[config.mk]
export PLATFORM = sky130hd
export DESIGN_NAME = fetch_sequencer
export DESIGN_NICKNAME = d
export VERILOG_FILES = /design/src/rtl/fetch_sequencer.sv
export SDC_FILE = /design/constraint.sdc
export NUM_CORES = 1
export LEC_CHECK = 0
export CORE_ASPECT_RATIO = 1.75
export CORE_MARGIN = 10
export CORE_UTILIZATION = 50
export DETAILED_ROUTE_END_ITERATION = 16
export DONT_BUFFER_PORTS = 1
export PLACE_DENSITY = 0.77
export SYNTH_ARGS = -nofsm -noshare
export SYNTH_HDL_FRONTEND = slang
export SYNTH_SLANG_ARGS = --single-unit
[constraint.sdc]
create_clock -name clk -period 2.2 [get_ports clk]
set_clock_uncertainty 0.15 [all_clocks]
set_input_delay 0.22 -clock clk [delete_from_list [all_inputs] [get_ports clk]]
set_output_delay 0.22 -clock clk [all_outputs]
set_load 0.01 [all_outputs]
[src/rtl/fetch_sequencer.sv]
// fetch_sequencer: instruction-fetch and sequencing stage of the accumulator CPU.
// Holds PC and IR, fetches over a rd/valid handshake, issues a one-cycle execute
// strobe, and selects the next PC (sequential, jump, taken BAN) or halts.
module fetch_sequencer #(
    parameter int ADDR_W = 8,
    parameter int DATA_W = 16
) (
    input  logic              clk,
    input  logic              rst_n,
    input  logic              run,
    output logic [ADDR_W-1:0] imem_addr,
    output logic              imem_rd,
    input  logic [DATA_W-1:0] imem_data,
    input  logic              imem_valid,
    output logic [3:0]        ins,
    output logic [ADDR_W-1:0] oper_addr,
    input  logic              stp,
    input  logic              pcWR,
    input  logic              acc_neg,
    output logic              exec_en,
    output logic [ADDR_W-1:0] pc,
    output logic              halted
);

    // The opcode and operand fields must not overlap inside the instruction word.
    if (DATA_W < ADDR_W + 4) begin : g_bad_width
        $error("fetch_sequencer: DATA_W must be at least ADDR_W+4");
    end

    localparam logic [3:0] OP_BAN = 4'b1001;

    typedef enum logic [2:0] {
        ST_IDLE   = 3'd0,
        ST_FETCH  = 3'd1,
        ST_DECODE = 3'd2,
        ST_EXEC   = 3'd3,
        ST_HALT   = 3'd4
    } state_t;

    state_t            state_q, state_d;
    logic [ADDR_W-1:0] pc_q, pc_d;
    logic [DATA_W-1:0] ir_q, ir_d;
    logic              imem_rd_q, imem_rd_d;
    logic              exec_en_q, exec_en_d;
    logic              halted_q, halted_d;

    // Fields decoded straight from the IR; bits between opcode and operand are don't-care.
    assign ins       = ir_q[DATA_W-1 -: 4];
    assign oper_addr = ir_q[ADDR_W-1:0];
    assign imem_addr = pc_q;
    assign pc        = pc_q;
    assign imem_rd   = imem_rd_q;
    assign exec_en   = exec_en_q;
    assign halted    = halted_q;

    logic unused_ir_bits;
    assign unused_ir_bits = ^ir_q[DATA_W-5:0];

    // Next-state, next-PC and IR-load selection; registered outputs follow the next state.
    always_comb begin
        state_d = state_q;
        pc_d    = pc_q;
        ir_d    = ir_q;
        case (state_q)
            ST_IDLE: begin
                if (run) begin
                    state_d = ST_FETCH;
                end
            end
            ST_FETCH: begin
                if (imem_valid) begin
                    ir_d    = imem_data;
                    state_d = ST_DECODE;
                end
            end
            ST_DECODE: begin
                state_d = ST_EXEC;
            end
            ST_EXEC: begin
                // Halt beats any jump and leaves the PC on the STP word.
                if (stp) begin
                    state_d = ST_HALT;
                end else begin
                    state_d = ST_FETCH;
                    if (pcWR) begin
                        pc_d = oper_addr;
                    end else if ((ins == OP_BAN) && acc_neg) begin
                        pc_d = oper_addr;
                    end else begin
                        pc_d = pc_q + 1'b1;
                    end
                end
            end
            ST_HALT: begin
                state_d = ST_HALT;
            end
            default: begin
                state_d = ST_IDLE;
            end
        endcase
        imem_rd_d = (state_d == ST_FETCH);
        exec_en_d = (state_d == ST_EXEC);
        halted_d  = (state_d == ST_HALT);
    end

    // State, PC, IR and registered control outputs; reset aborts any fetch or execute.
    always_ff @(posedge clk or negedge rst_n) begin
        if (!rst_n) begin
            state_q   <= ST_IDLE;
            pc_q      <= '0;
            ir_q      <= '0;
            imem_rd_q <= 1'b0;
            exec_en_q <= 1'b0;
            halted_q  <= 1'b0;
        end else begin
            state_q   <= state_d;
            pc_q      <= pc_d;
            ir_q      <= ir_d;
            imem_rd_q <= imem_rd_d;
            exec_en_q <= exec_en_d;
            halted_q  <= halted_d;
        end
    end

endmodule

==> results.py <==
metrics = {
    "finish": {
        "utilization_pct": 58.7,
        "nets": 146,
        "final_cell_mix": "dfrtp_1 (26), dlygate4sd3_1 (15), nand2_1 (9), mux2_4 (8)",
        "drive_above_1_share_pct": 17.5,
        "syn_to_final_growth_pct": 11.2,
        "nFillCells": 219,
        "final_common_cell": "dfrtp_1",
        "diodes": 0,
    },
    "clock_tree": {
        "cts_setup_buffers": 0,
        "cts_made_buffers": 3,
        "clk_path_buf_depth": 2,
        "cts-root-buf": "clkbuf_8",
        "cts.clk_slew.worst_paths_ns": 0.08,
        "cts_tree": "yes",
        "cts.sink_count": 26,
        "cts-htree-levels": 1,
        "worstSkewPairLatency_ns": 0.26,
    },
    "power": {
        "p_leak_nw": 0.646,
        "p_per_area_nw_per_um2": 1340,
        "ir_drop_v": 0.000592,
        "power_w": 0.00199,
    },
    "yosys": {
        "synth_cell_types": 40,
        "synthAdderAreaFrac_pct": 0.940,
        "synth_xor_area_share_pct": 0,
        "synth_edf_count": 0,
        "synth_compound_area_share_pct": 11.5,
        "yosysWarnings": 0,
        "syn_avg_cell_area_um2": 11.9,
        "yosys_most_used_dff": "dfrtp_1",
        "ys_seq_elements": 26,
        "synth_top_family_by_area": "multiplexers",
        "syn_nets": 136,
        "synthArstFlopShare_pct": 100,
        "yosys-mux-area-fraction_pct": 15.4,
        "synth_simple_gate_area_share_pct": 13.9,
        "seq_area_frac_synth_pct": 48.9,
        "synthCells": 112,
        "synth_area_um2": 1330,
    },
    "floorplanning": {
        "die_h_um": 88.3,
        "io_pins": 54,
        "start_util_pct": 52.8,
        "rows": 24,
        "die_x_um": 59.0,
        "dieArea_um2": 5210,
        "coreArea_um2": 2520,
    },
    "setup_path": {
        "critical_path_class": "reg2reg",
        "path_delay_family": "flip-flops",
        "crit_slowest_cell": "dfrtp_1",
        "critPathArrivalTime_ns": 1.75,
        "required_ns": 2.24,
        "start_kind": "flop",
        "path_buf_inv": 0,
        "critPathMaxStageDelay_ns": 0.55,
        "cp_max_fo": 7,
        "end_kind": "flop",
        "critical_path.cell_chain": "ha_1 > and3_1 > nand3_1 > a21oi_1 > a2bb2oi_1",
    },
    "routing": {
        "viasPerCell": 6.15,
        "vias": 898,
        "drtPass1Iterations": 4,
        "drtIter0Drc": 28,
        "drt_wl_total_um": 2910,
        "wl_per_cell_um": 19.9,
        "remaining_drc_errors": 0,
        "ant_nets": 0,
    },
    "timing": {
        "fin_crit_ns": 1.72,
        "slew_violations": 0,
        "finalWorstSetupSlack_ns": 0.484,
        "setup_violations": 0,
        "rsz0062_at_grt": "false",
        "max_slew_margin_pct": 73.9,
        "max_slew.worst_pin.slew_ns": 0.391,
        "hold_viol": 0,
        "fin_setup_tns_ns": 0,
        "timing.final.crit_share_pct": 78.0,
        "fmax_ghz": 0.583,
    },
    "grt": {
        "grt_first_pass_wirelength_um": 5060,
        "grt-ovfl-total": 0,
        "gr-usage-all-layers_pct": 12.1,
        "grt_max_degree": 27,
        "grt_pass1_vias": 999,
        "antenna_found_initial": 0,
    },
    "job": {
        "cap_violations": 0,
    },
    "worst_hold_path": {
        "hp-class": "in2reg",
    },
    "placed_design": {
        "pre_cts_slack_ns": 0.490,
        "gp_congestion": 0.717,
        "io_buffer_count": 0,
        "dpl.hpwl_um": 2030,
    },
    "outcome": {
        "status": "completed",
    },
}
[logic make-up after synthesis]
group,after synthesis
buffers and inverters,16
DFF,26
adders and majority gates,1
AOI/OAI and AO/OA,21
muxes,16
and+or+nand+nor,32
[final cells by class]
| class | instances | area (µm²) | area share [%] |
|---|---|---|---|
| Sequential cell | 26 | 651 | 44.0 |
| Inverter | 2 | 7.51 | 0.507 |
| Timing Repair Buffer | 19 | 193 | 13.0 |
| Tap cell | 26 | 32.5 | 2.20 |
| Multi-Input combinational cell | 70 | 556 | 37.5 |
| Clock buffer | 3 | 41.3 | 2.79 |
[Yosys cell counts (2+ instances only)]
library cell	count	area share, %
dfrtp_1	26	49
buf_4	8	4.5
and3_1	2	0.94
nand2_1	9	2.5
a32o_1	2	1.5
a21oi_1	4	1.5
nor3_1	2	0.75
nand4_1	2	0.94
mux2i_1	4	3.0
mux2_2	4	3.4
inv_1	2	0.56
nor2_1	3	0.85
o21ai_0	3	1.1
a2bb2oi_1	2	1.3
nand3_1	4	1.5
buf_6	2	1.7
buf_2	3	1.1
mux2_4	8	9.0
[path summary, 6_finish.rpt]
| kind | from | endpoint | slack (ns) | cells after the start |
|---|---|---|---|---|
| worst max-delay path | imem_addr[0]$_DFFE_PN0N_ | imem_addr[6]$_DFFE_PN0N_ | 0.48 | 5 |
| max in group asynchronous | rst_n | imem_addr[4]$_DFFE_PN0N_ | 1.51 | 2 |
| worst min register to register | state_q[2]$_DFF_PN0_ | exec_en$_DFF_PN0_ | 0.44 | 1 |
| worst min-delay path | imem_valid | state_q[0]$_DFF_PN0_ | 0.07 | 2 |
| worst max register to register | imem_addr[0]$_DFFE_PN0N_ | imem_addr[6]$_DFFE_PN0N_ | 0.48 | 5 |
| min in group asynchronous | rst_n | imem_addr[3]$_DFFE_PN0N_ | 0.23 | 2 |
[worst reg2reg max path: cells and delay by family (launching register included)]
kind	cells	cell delay (ns)
and+or+nand+nor	2	0.36
AOI/OAI and AO/OA	2	0.34
DFF	1	0.55
adders and majority gates	1	0.25
[metrics by stage]
stage	instances	cell area, µm²	hold WS [ns]
after floorplan	112	1330	-0.226
after global placement	127	1270	-0.225
after detailed placement	127	1270	-0.225
after CTS	146	1480	0.0359
after global routing	146	1480	0.0784
final	146	1480	0.0656
[power breakdown]
group	switching [W]	internal [W]
Sequential	0.000432	0.000703
Combinational	0.000234	0.000364
Clock	0.000133	0.000122
[flip-flops by register name, indices dropped and copies added (netlist names)]
signal	cells
halted	1
state_q	3
ir_q	12
imem_rd	1
exec_en	1
imem_addr	8
[metal layers]
metal | track usage (%) | vias to the layer above | part of all wire, %
met5 | 0 | - | 0
met4 | 4.40 | 0 | 0.65
met3 | 4.16 | 2 | 8.2
met2 | 21.5 | 31 | 55
met1 | 12.7 | 452 | 36
li1 | - | 413 | -
[what timing repair did]
item | 4_1_cts | 5_1_grt
hold endpoints to repair | 41 | 0
hold buffers | 16 | 0
resized for setup | 0 | 0
setup endpoints to repair | 0 | 0
No activity file was read; power rests on OpenSTA's default activity.
==> RTL change, RTL diff (same settings) <==
`DATA_W`: 16 -> 32.
--- a/src/rtl/fetch_sequencer.sv
+++ b/src/rtl/fetch_sequencer.sv
@@ -3,7 +3,7 @@
 // strobe, and selects the next PC (sequential, jump, taken BAN) or halts.
 module fetch_sequencer #(
     parameter int ADDR_W = 8,
-    parameter int DATA_W = 16
+    parameter int DATA_W = 32
 ) (
     input  logic              clk,
     input  logic              rst_n,
Interface: changed (resized imem_data); port bits go from 54 to 70. No check against the original RTL was run, so the function may have changed too.
==> RTL change against the unedited design <==
- area after synthesis up 3.7%
- count of clock-buffer cells in the layout unchanged
- setup slack worse by 86 ps
- sequential cell count unchanged
- sequential share of layout area down 1.2 points
- design area up 2.7%
- global-route usage down 0.19 points
- total power up 4.2%
- wire length up 7.0%
- fmax down 4.8%
- critical path type unchanged
==> RTL change: results (changes against the unedited design) <==
Vias per Instance=6.29 (was 6.15); Post-synth ARST share=100% (unchanged); metal3 WL=222 um (was 238 um); Clock Tree Buf Depth=2 (unchanged); Net Count, Synth=153 (was 136); Worst path slowest cell=a31oi_4 (was dfrtp_1); filler cell count=232 (was 219); max FFs per register=12 (unchanged); combinational power share=30.7% (was 30.1%); Worst R2R End=imem_addr[1] (was imem_addr[6]); worst r2r path cells=4 (was 5); layout cell share with drive strength beyond 1=20.2% (was 17.5%); Final HPWL DP=2.20 mm (was 2.03 mm); WHS Endpoint=state_q[0] (unchanged); PortBufs=0 (unchanged); ys flop type=dfrtp_1 (unchanged); GRT met2 Usage=20.6% (was 21.5%); DRT iter0 DRCs=26 (was 28); multiplexer share of the synthesized area=17.7% (was 15.4%); Seq/Total Area, Yosys=47.1% (was 48.9%); WL met2=1.78 mm (was 1.60 mm); Post-Syn Instances=113 (was 112); Adder-Cell Fraction of Synth Area=0.907% (was 0.940%); P_sw=0.000852 W (was 0.000800 W); crit path from=ir_q[28] (was imem_addr[0]); switching share of power=41.1% (was 40.2%); first-pass GRT wire length=4.95 mm (was 5.06 mm); FF-to-FF setup slack=400 ps (was 480 ps); outcome=finished clean (unchanged); Final Wtd Congestion=0.821 (was 0.717); Finish-stage setup viols=0 (unchanged); largest cells by area after synthesis=dfrtp_1 47%, mux2_4 11%, mux2i_1 4.4% (was dfrtp_1 49%, mux2_4 9.0%, buf_4 4.5%); worst-path maximum fanout=16 (was 7); vias in the first global route=980 (was 999); Synth top cells by count=26 x dfrtp_1, 10 x mux2_4, 8 x buf_4, 8 x nand2_1, 7 x nand3_1 (was 26 x dfrtp_1, 9 x nand2_1, 8 x buf_4, 8 x mux2_4); nets@finish=161 (was 146); DRT met1 WL=1.07 mm (was 1.05 mm); Antenna diodes=0 (unchanged); met1 usage=12.1% (was 12.7%); Post-Route WL=3.11 mm (was 2.91 mm); highest metal used=met4 (unchanged); Compound-Gate Fraction of Synth Area=11.5% (about the same); clock group power=0.000254 W (was 0.000255 W); leakage power=0.638 nW (was 0.646 nW); Num CTS Buffers=3 (unchanged); Slew HR=60.9% (was 73.9%); most flop-heavy register=ir_q (unchanged); total global routing track utilization=11.9% (was 12.1%); clock latency on the worst-skew pair=260 ps (about the same); Distinct cells, synth=34 (was 40); worst path arrival time=1770 ps (was 1750 ps); detailed-route wire length per cell=21.3 um (was 19.9 um); root buffer selected by CTS=clkbuf_8 (unchanged); Max stage delay on crit path=530 ps (was 550 ps); met3 global-route usage=4.41% (was 4.16%); peak supply drop=0.748 mV (was 0.592 mV); Pre-antenna DRT Iters=4 (unchanged)
==> RTL change: final cells by class <==
type                    instances  area share [%]
clock buffers                   3            2.72
inverters                       1           0.247
multi-input cells              73            40.8
flip-flops and latches         26            42.8
well taps                      27            2.22
repair buffers                 16            11.2
==> RTL change: critical path: cells and delay by family, from the launching register on <==
| family | cells | cell delay, ps |
|---|---|---|
| muxes | 1 | 240 |
| AOI/OAI and AO/OA | 2 | 620 |
| and+or+nand+nor | 1 | 200 |
| DFF | 1 | 440 |
==> RTL change: metrics by stage <==
step / util [%] / setup slack (ps) / cell area (um2) / hold WS, ps
2_1_floorplan: - / 662 / 1380 / -226
3_3_place_gp: 48.7 / 468 / 1310 / -225
3_5_place_dp: 48.7 / 429 / 1310 / -225
4_1_cts: 56.5 / 388 / 1520 / 54.4
5_1_grt: 56.5 / 281 / 1520 / 66.2
6_report: 56.5 / 397 / 1520 / 75.1
